`config.mk`:
```
export PLATFORM = sky130hd
export DESIGN_NAME = square_wave_gen_flat
export DESIGN_NICKNAME = d
export VERILOG_FILES = /design/src/rtl/sq_wave_pkg.sv /design/src/rtl/square_wave_gen_if.sv /design/src/rtl/sq_phase_cnt.sv /design/src/rtl/square_wave_gen.sv /design/src/flat_wrapper.sv
export SDC_FILE = /design/constraint.sdc
export NUM_CORES = 1
export LEC_CHECK = 0
export CORE_MARGIN = 2
export CORE_UTILIZATION = 55
export DETAILED_ROUTE_END_ITERATION = 7
export PLACE_DENSITY = 0.76
export SLEW_MARGIN = 20
export SYNTH_ARGS = -nofsm -noshare
export SYNTH_HDL_FRONTEND = slang
export SYNTH_SLANG_ARGS = --single-unit
export TNS_END_PERCENT = 10
```
`constraint.sdc`:
```
create_clock -name sys_clk -period 3.8 [get_ports sys_clk]
set_input_delay 1.14 -clock sys_clk [delete_from_list [all_inputs] [get_ports sys_clk]]
set_output_delay 1.14 -clock sys_clk [all_outputs]
set_load 0.01 [all_outputs]
```
`src/rtl/sq_wave_pkg.sv`:
```
// ---------------------------------------------------------------------------
// sq_wave_pkg
// Shared types and constants for the programmable square-wave generator.
//   sq_state_t  : control FSM states (IDLE, RUN, STOPPING)
//   DEF_CNT_W   : default width of the period / high-time fields
//   DEF_N_W     : default width of the burst count and period counter
//   MIN_PERIOD  : shortest period that still has both a high and a low cycle
//   sq_cfg_t    : one configuration word {period, high, n} at default widths
// ---------------------------------------------------------------------------
package sq_wave_pkg;

    localparam int DEF_CNT_W  = 32;
    localparam int DEF_N_W    = 16;
    localparam int MIN_PERIOD = 2;

    typedef enum logic [1:0] {
        IDLE     = 2'd0,
        RUN      = 2'd1,
        STOPPING = 2'd2
    } sq_state_t;

    typedef struct packed {
        logic [DEF_CNT_W-1:0] period;
        logic [DEF_CNT_W-1:0] high;
        logic [DEF_N_W-1:0]   n;
    } sq_cfg_t;

endpackage

```
`src/rtl/square_wave_gen_if.sv`:
```
// ---------------------------------------------------------------------------
// square_wave_gen_if
// Configuration channel of the square-wave generator (valid/ready handshake).
//   cfg_valid  : master offers a configuration
//   cfg_ready  : slave has a free configuration slot
//   cfg_period : period P in clocks
//   cfg_high   : high time H in clocks
//   cfg_n      : periods per burst, 0 = continuous
// A configuration transfers on a cycle where cfg_valid && cfg_ready.
// ---------------------------------------------------------------------------
interface square_wave_gen_if
    import sq_wave_pkg::*;
#(
    parameter int CNT_W = DEF_CNT_W,
    parameter int N_W   = DEF_N_W
) ();

    logic             cfg_valid;
    logic             cfg_ready;
    logic [CNT_W-1:0] cfg_period;
    logic [CNT_W-1:0] cfg_high;
    logic [N_W-1:0]   cfg_n;

    modport master (
        output cfg_valid,
        output cfg_period,
        output cfg_high,
        output cfg_n,
        input  cfg_ready
    );

    modport slave (
        input  cfg_valid,
        input  cfg_period,
        input  cfg_high,
        input  cfg_n,
        output cfg_ready
    );

endinterface

```
`src/rtl/sq_phase_cnt.sv`:
```
// ---------------------------------------------------------------------------
// sq_phase_cnt
// P-cycle phase counter of the square-wave generator. The phase k runs
// 0..P-1 while the generator is busy; the wave and period-start flags are
// registered so they line up with the registered phase.
//   sys_clk, sys_rst : clock and synchronous active-high reset
//   keep             : generator is busy in the next cycle
//   restart          : a new run begins in the next cycle (k goes to 0)
//   period, high     : active P and H
//   last             : current cycle is k = P-1 (combinational)
//   wave_out         : 1 while k < H, 0 otherwise and when idle
//   period_start     : 1 on k = 0 of every period
// ---------------------------------------------------------------------------
module sq_phase_cnt
    import sq_wave_pkg::*;
#(
    parameter int CNT_W = DEF_CNT_W
) (
    input  logic             sys_clk,
    input  logic             sys_rst,
    input  logic             keep,
    input  logic             restart,
    input  logic [CNT_W-1:0] period,
    input  logic [CNT_W-1:0] high,
    output logic             last,
    output logic             wave_out,
    output logic             period_start
);

    logic [CNT_W-1:0] phase_q;
    logic [CNT_W-1:0] phase_inc;
    logic             wave_q;
    logic             pstart_q;

    assign phase_inc    = phase_q + CNT_W'(1);
    assign last         = (phase_q == (period - CNT_W'(1)));
    assign wave_out     = wave_q;
    assign period_start = pstart_q;

    // A new period (fresh run or wrap) always starts high because a legal H
    // is at least 1, so the k = 0 cycle never needs to look at H. This also
    // lets the first cycle after a same-cycle configuration load be correct
    // before the new H is visible on the high input.
    always_ff @(posedge sys_clk) begin
        if (sys_rst || !keep) begin
            phase_q  <= '0;
            wave_q   <= 1'b0;
            pstart_q <= 1'b0;
        end else if (restart || last) begin
            phase_q  <= '0;
            wave_q   <= 1'b1;
            pstart_q <= 1'b1;
        end else begin
            phase_q  <= phase_inc;
            wave_q   <= (phase_inc < high);
            pstart_q <= 1'b0;
        end
    end

endmodule

```
`src/rtl/square_wave_gen.sv`:
```
// ---------------------------------------------------------------------------
// square_wave_gen
// Programmable square-wave source with cycle-exact period, high time and
// burst length. Configuration is double-buffered: while running, a new
// configuration waits in a one-deep pending slot and is promoted only on a
// period boundary, so the output never produces a runt pulse.
//   sys_clk, sys_rst : clock and synchronous active-high reset
//   cfg_bus          : configuration channel (slave side)
//   start            : begin output (level-sampled, ignored while busy)
//   stop             : graceful stop, current period completes
//   wave_out         : generated square wave
//   period_start     : pulse on the first cycle of each period
//   busy             : high in RUN and STOPPING
//   done             : pulse on the cycle after the final period ends
//   cfg_err          : pulse on the cycle after an illegal configuration
//   period_cnt       : completed periods in the current run
// ---------------------------------------------------------------------------
module square_wave_gen
    import sq_wave_pkg::*;
#(
    parameter int CNT_W = DEF_CNT_W,
    parameter int N_W   = DEF_N_W
) (
    input  logic             sys_clk,
    input  logic             sys_rst,
    square_wave_gen_if.slave cfg_bus,
    input  logic             start,
    input  logic             stop,
    output logic             wave_out,
    output logic             period_start,
    output logic             busy,
    output logic             done,
    output logic             cfg_err,
    output logic [N_W-1:0]   period_cnt
);

    typedef struct packed {
        logic [CNT_W-1:0] period;
        logic [CNT_W-1:0] high;
        logic [N_W-1:0]   n;
    } cfg_t;

    sq_state_t      state_q;
    sq_state_t      state_d;

    cfg_t           offer;
    cfg_t           active_q;
    cfg_t           pending_q;
    logic           active_valid_q;
    logic           pending_full_q;

    logic           cfg_fire;
    logic           cfg_legal;
    logic           cfg_take;
    logic           launch;
    logic           boundary;
    logic           burst_end;
    logic           keep_running;
    logic           phase_last;

    logic [N_W-1:0] period_cnt_q;
    logic [N_W:0]   period_num;
    logic           done_q;
    logic           cfg_err_q;

    assign offer             = {cfg_bus.cfg_period, cfg_bus.cfg_high, cfg_bus.cfg_n};
    assign cfg_bus.cfg_ready = !pending_full_q;
    assign cfg_fire          = cfg_bus.cfg_valid && !pending_full_q;

    // Legal means at least one high and one low cycle: P >= 2, 1 <= H < P.
    assign cfg_legal = (offer.period >= CNT_W'(MIN_PERIOD)) &&
                       (offer.high != '0) &&
                       (offer.high < offer.period);
    assign cfg_take  = cfg_fire && cfg_legal;

    // A start may be backed by a configuration arriving in the same cycle.
    assign launch    = (state_q == IDLE) && start && (active_valid_q || cfg_take);
    assign boundary  = (state_q != IDLE) && phase_last;

    // The period now running is number period_cnt + 1. The extra bit keeps the
    // comparison honest at the top of the counter range, and >= ends the run
    // at the next boundary if a shorter burst was promoted mid-run.
    assign period_num = {1'b0, period_cnt_q} + (N_W+1)'(1);
    assign burst_end  = (active_q.n != '0) && (period_num >= {1'b0, active_q.n});

    // Next-state logic. A stop seen on the last cycle of a period ends the run
    // at that boundary instead of costing another full period.
    always_comb begin
        state_d = state_q;
        unique case (state_q)
            IDLE: begin
                if (launch) begin
                    state_d = RUN;
                end
            end
            RUN: begin
                if (boundary && (burst_end || stop)) begin
                    state_d = IDLE;
                end else if (stop) begin
                    state_d = STOPPING;
                end
            end
            STOPPING: begin
                if (boundary) begin
                    state_d = IDLE;
                end
            end
            default: begin
                state_d = IDLE;
            end
        endcase
    end

    assign keep_running = (state_d != IDLE);

    // State register.
    always_ff @(posedge sys_clk) begin
        if (sys_rst) begin
            state_q <= IDLE;
        end else begin
            state_q <= state_d;
        end
    end

    // Configuration buffering. Idle loads go straight to the active set; busy
    // loads park in the pending slot until the next boundary. A load and a
    // promotion can never coincide because a load needs the slot empty.
    always_ff @(posedge sys_clk) begin
        if (sys_rst) begin
            active_q       <= '0;
            pending_q      <= '0;
            active_valid_q <= 1'b0;
            pending_full_q <= 1'b0;
            cfg_err_q      <= 1'b0;
        end else begin
            cfg_err_q <= cfg_fire && !cfg_legal;
            if (state_q == IDLE) begin
                if (cfg_take) begin
                    active_q       <= offer;
                    active_valid_q <= 1'b1;
                end
            end else begin
                if (cfg_take) begin
                    pending_q      <= offer;
                    pending_full_q <= 1'b1;
                end
                if (boundary && pending_full_q) begin
                    active_q       <= pending_q;
                    pending_full_q <= 1'b0;
                end
            end
        end
    end

    // Completed-period counter and end-of-run pulse. The counter holds in
    // idle so the final count stays readable after done.
    always_ff @(posedge sys_clk) begin
        if (sys_rst) begin
            period_cnt_q <= '0;
            done_q       <= 1'b0;
        end else begin
            done_q <= boundary && (state_d == IDLE);
            if (launch) begin
                period_cnt_q <= '0;
            end else if (boundary) begin
                period_cnt_q <= period_cnt_q + N_W'(1);
            end
        end
    end

    sq_phase_cnt #(
        .CNT_W (CNT_W)
    ) u_phase (
        .sys_clk      (sys_clk),
        .sys_rst      (sys_rst),
        .keep         (keep_running),
        .restart      (launch),
        .period       (active_q.period),
        .high         (active_q.high),
        .last         (phase_last),
        .wave_out     (wave_out),
        .period_start (period_start)
    );

    assign busy       = (state_q != IDLE);
    assign done       = done_q;
    assign cfg_err    = cfg_err_q;
    assign period_cnt = period_cnt_q;

endmodule

```
`src/flat_wrapper.sv`:
```
// flat-port wrapper written by rule: the top's interface ports become plain ports
module square_wave_gen_flat import sq_wave_pkg::*;
#(
    parameter int CNT_W = DEF_CNT_W,
    parameter int N_W   = DEF_N_W
)
  (sys_clk, sys_rst, start, stop, wave_out, period_start, busy, done, cfg_err, period_cnt, cfg_bus_cfg_valid, cfg_bus_cfg_period, cfg_bus_cfg_high, cfg_bus_cfg_n, cfg_bus_cfg_ready);
  square_wave_gen_if #(.CNT_W(CNT_W), .N_W(N_W)) cfg_bus_i ();
  input  logic sys_clk;
  input  logic sys_rst;
  input  logic start;
  input  logic stop;
  output logic wave_out;
  output logic period_start;
  output logic busy;
  output logic done;
  output logic cfg_err;
  output logic [N_W-1:0] period_cnt;
  input wire logic [$bits(cfg_bus_i.cfg_valid)-1:0] cfg_bus_cfg_valid;
  input wire logic [$bits(cfg_bus_i.cfg_period)-1:0] cfg_bus_cfg_period;
  input wire logic [$bits(cfg_bus_i.cfg_high)-1:0] cfg_bus_cfg_high;
  input wire logic [$bits(cfg_bus_i.cfg_n)-1:0] cfg_bus_cfg_n;
  output wire logic [$bits(cfg_bus_i.cfg_ready)-1:0] cfg_bus_cfg_ready;
  assign cfg_bus_i.cfg_valid = cfg_bus_cfg_valid;
  assign cfg_bus_i.cfg_period = cfg_bus_cfg_period;
  assign cfg_bus_i.cfg_high = cfg_bus_cfg_high;
  assign cfg_bus_i.cfg_n = cfg_bus_cfg_n;
  assign cfg_bus_cfg_ready = cfg_bus_i.cfg_ready;
  square_wave_gen #(.CNT_W(CNT_W), .N_W(N_W)) u_core (.sys_clk(sys_clk), .sys_rst(sys_rst), .cfg_bus(cfg_bus_i), .start(start), .stop(stop), .wave_out(wave_out), .period_start(period_start), .busy(busy), .done(done), .cfg_err(cfg_err), .period_cnt(period_cnt));
endmodule
```
==> results.txt <==
* H-tree Lvls: 1
* First-pass GRT wire length: about 50 mm
- The floorplan step defined a core boundary enclosing between 20000 and 25000 um2.
- Based on the critical path, the design can be clocked at up to 0.270 GHz.
- Status: finished, final reports clean
* Vias in the first global route: 10000
* Proportion of synthesized flip-flops having asynchronous set or reset: 0
* Slew Viols, Final: 0
- In the final routed layout, each cell accounts on average for 17.4 um.
- Final Hold Violating Endpoints: 0
- Hold-fix buffers, CTS: 0
- Share of final-layout standard cells stronger than drive strength 1: 0.123
- The area growth from synthesis to layout is 23.4%.
- The worst hold path belongs to the class flip-flop to flip-flop.
* Met2 wire length: 14.4 mm
* DRC Markers: 0
* Portion of the post-synthesis area used by sequential elements: 0.349
* TritonCTS clock tree: built
* Slew at the pin closest to its max-slew limit: 0.947 ns
- The repair_antennas step left the layout with diodes totalling 0.
- Total power for the finished layout comes to 6120 uW.
- Post-route cell area: 15300 um2
- Counting flops with a built-in enable in the synthesized netlist gives 0.
* Nets@finish: 1738
* Setup violation total in the final timing report: 0
* Critical register-to-register path startpoint: u_core.active_q[48]$_SDFFE_PP0P_
- In this run the tightest slew margin relative to its limit is 0.369.
- Req. time, crit path: roughly 4.2 ns
- Total Routed Length: 32.5 mm
* Area of placed instances: around 14000 um2
- Via-to-Cell Ratio: just under 6
* I/O Buffers: 106
* Initial DRT Pass Iterations: 5
- Clock insertion delay at the later pin of the skew report: ~0.52 ns
- Cell row count: 54
* Die Width: ~150 um
- Hpwl dp: 23.0 mm
* Pin count of the biggest net entering global routing: 102
- The die covers roughly 24000 um2.
- For the finished layout, the period the worst path requires is 3.70 ns.
* Most frequently used flop master after synthesis: dfxtp_1
- The initial antenna violation count was 0.
- Number of instances in the synthesized netlist: 1405
- Final estimated routing congestion in global placement: 0.876
- DR iter-0 viols: 702
- Worst-path clk slew: 0.06 ns
- The worst hold path begins at u_core.pending_full_q$_SDFFE_PP0P_.
* Utilization of the core after routing: 0.696
- Synthesis produced a netlist with a net count of 1571.
* Largest voltage drop on the vdd net: roughly 0.4 mV
* Maximum fanout encountered on the critical timing path: 35
- Number of violations of the max-capacitance limit: 0
- The worst setup path is launched from an input port.
- Antenna Violating Nets Remaining: 0
* Number of buffers added by the clock tree synthesis step: 23
- Post-route clock period utilization: 0.974
- The synthesized design contains 216 register bits.
- Between clock sinks in the finished design, the worst skew comes to 0.00932 ns.
* Global-route total usage across every layer: 0.259
- Summing over every cut layer, the via total after detailed routing is between 10000 and 15000.
- From bottom edge to top edge, the die measures 154 um.
* Summed instance area of the synthesized netlist: 12400 um2
* Total routed wire length on the met1 layer: between 15 and 20 mm
- Endpoint class of the critical path: flip-flop
- The worst setup path is of the input port to flip-flop kind.
- The highest metal layer carrying signal wires in the routed design is met4.
* CTS Sinks: around 220
- For this run the aggregate overflow at the end of global routing stands at 0.
* Effective utilization at floorplan: 0.564
- Yosys printed 0 warnings.
- # IOs: 107
* Library cell used as clock root buffer: clkbuf_16
- Dividing the synthesized area by the synthesized cell count gives 8.82 um2.
- Number of unique standard cell types used by synthesis: 63
* Power per cell area: about 400 nW/um2
- In the detailed route, the total length drawn on met3 is between 1.5 and 2 mm.
- No sink is reached through more buffers than the 3 on the longest clock path.
- At the worst endpoint, the arrival time is 4.11 ns.
- In this run the static leakage power is 0.00710 uW.
- Crit. Startpoint: cfg_bus_cfg_period[31]
==> worst paths after layout <==
path / slack, ns / endpoint / depth (start not counted)
worst max-delay path: 0.10 / u_core.active_q[8]$_SDFFE_PP0P_ / 13
worst min register to register: 0.47 / u_core.pending_full_q$_SDFFE_PP0P_ / 2
worst max register to register: 0.29 / u_core.active_q[8]$_SDFFE_PP0P_ / 13
worst min-delay path: 0.47 / u_core.pending_full_q$_SDFFE_PP0P_ / 2
==> area by class of cell <==
cell class	instances	area [um2]
Clock buffer	34	677
Clock inverter	6	37.5
Fill cell	1687	6670
Inverter	103	387
Multi-Input combinational cell	1017	7460
Sequential cell	216	4320
Tap cell	280	350
Timing Repair Buffer	211	2050
==> stage by stage <==
step / std cells / setup TNS (ns) / hold slack (ns) / setup WS [ns]
global placement: 1817 / -76.01 / 0.457 / -0.516
CTS: 1858 / 0 / 0.473 / 0.0104
global route: 1867 / -0.178 / 0.489 / -0.0724
floorplan: 1405 / 0 / 0.426 / 0.316
finish: 1867 / 0 / 0.470 / 0.101
detailed placement: 1817 / -84.60 / 0.465 / -0.613
==> cells in the final DEF (no fill, tap or decap), types with 34 or more instances in the layout <==
cell / netlist / final
dfxtp_1: 216 / 216
nand2_1: 47 / 45
buf_4: 2 / 93
clkdlybuf4s50_1: 0 / 105
inv_1: 102 / 102
nor2_1: 205 / 203
ha_1: 81 / 81
a21oi_1: 46 / 45
xnor2_1: 55 / 55
mux2i_1: 164 / 164
a211oi_1: 64 / 58
xor2_1: 34 / 34
==> worst max-delay path: stages <==
cell	delay, ns
clkdlybuf4s50_1	0.49
inv_1	0.05
ha_1	0.30
nand4_1	0.14
or2_2	0.35
a211o_1	0.33
and3_1	0.23
buf_4	0.13
nand3_1	0.13
nand2_4	0.16
buf_4	0.18
clkbuf_16	0.20
a211oi_1	0.26
==> flip-flops by register name, summed over array words and instances (netlist names) <==
name and flops:
u_core.active_q 80, u_core.pending_q 80, u_core.u_phase.phase_q 32, u_core.period_cnt 16, u_core.state_q 2, u_core.active_valid_q 1
u_core.cfg_err 1, u_core.done 1, u_core.pending_full_q 1, u_core.u_phase.period_start 1, u_core.u_phase.wave_out 1
==> power by group <==
group	internal (uW)	switching, uW	total, uW
sequential	2400	141	2540
combinational	675	773	1450
clock	1230	906	2140
total	4300	1820	6120
==> logic make-up (layout without fill, tap and decap cells) <==
family,Yosys count,in the layout,share of synthesized area
simple gates,466,466,0.188
xor+xnor,89,89,0.0629
mux,164,164,0.132
compound gates,217,217,0.128
buf+inv,172,354,0.0575
fa+ha+maj,81,81,0.0818
flops,216,216,0.349
==> cells in the mapped netlist (all sizes together) (3+ instances only) <==
| library cell | number | area share |
|---|---|---|
| clkbuf | 37 | 0.011 |
| nor2 | 205 | 0.062 |
| a21o | 18 | 0.011 |
| o31ai | 8 | 0.0048 |
| ha | 81 | 0.082 |
| nand3b | 3 | 0.0018 |
| a31oi | 4 | 0.0020 |
| xor2 | 34 | 0.024 |
| nand4b | 4 | 0.0033 |
| and2 | 5 | 0.0025 |
| or4 | 12 | 0.0076 |
| nor3 | 19 | 0.0081 |
| inv | 102 | 0.031 |
| xnor2 | 55 | 0.039 |
| a211o | 3 | 0.0021 |
| nand3 | 33 | 0.013 |
| nand2 | 47 | 0.014 |
| o31a | 4 | 0.0028 |
| or3b | 3 | 0.0021 |
| nor2b | 32 | 0.016 |
| nand2b | 5 | 0.0025 |
| and3 | 9 | 0.0045 |
| a2111oi | 5 | 0.0035 |
| and4 | 4 | 0.0028 |
| a211oi | 84 | 0.059 |
| or2 | 5 | 0.0025 |
| a21oi | 46 | 0.019 |
| dfxtp | 216 | 0.35 |
| nand4 | 22 | 0.011 |
| mux2i | 164 | 0.13 |
| a41oi | 3 | 0.0021 |
| or3 | 15 | 0.0080 |
| o21ai | 22 | 0.0089 |
| buf | 32 | 0.015 |
| nor4 | 39 | 0.023 |
==> routing by layer <==
metal  vias up  GRT usage
li1       5325          -
met1      5131      0.376
met2       291      0.406
met3        41     0.0395
met4         0     0.0592
met5         -          0
==> repair_timing <==
action / 4_1_cts / 5_1_grt
gates resized for setup: 2 / 18
setup buffers: 0 / 5
pin swaps: 0 / 3
setup endpoints to repair: 46 / 132
cloned: 1 / 4
Note: power is estimated with default switching activity, not from simulation.
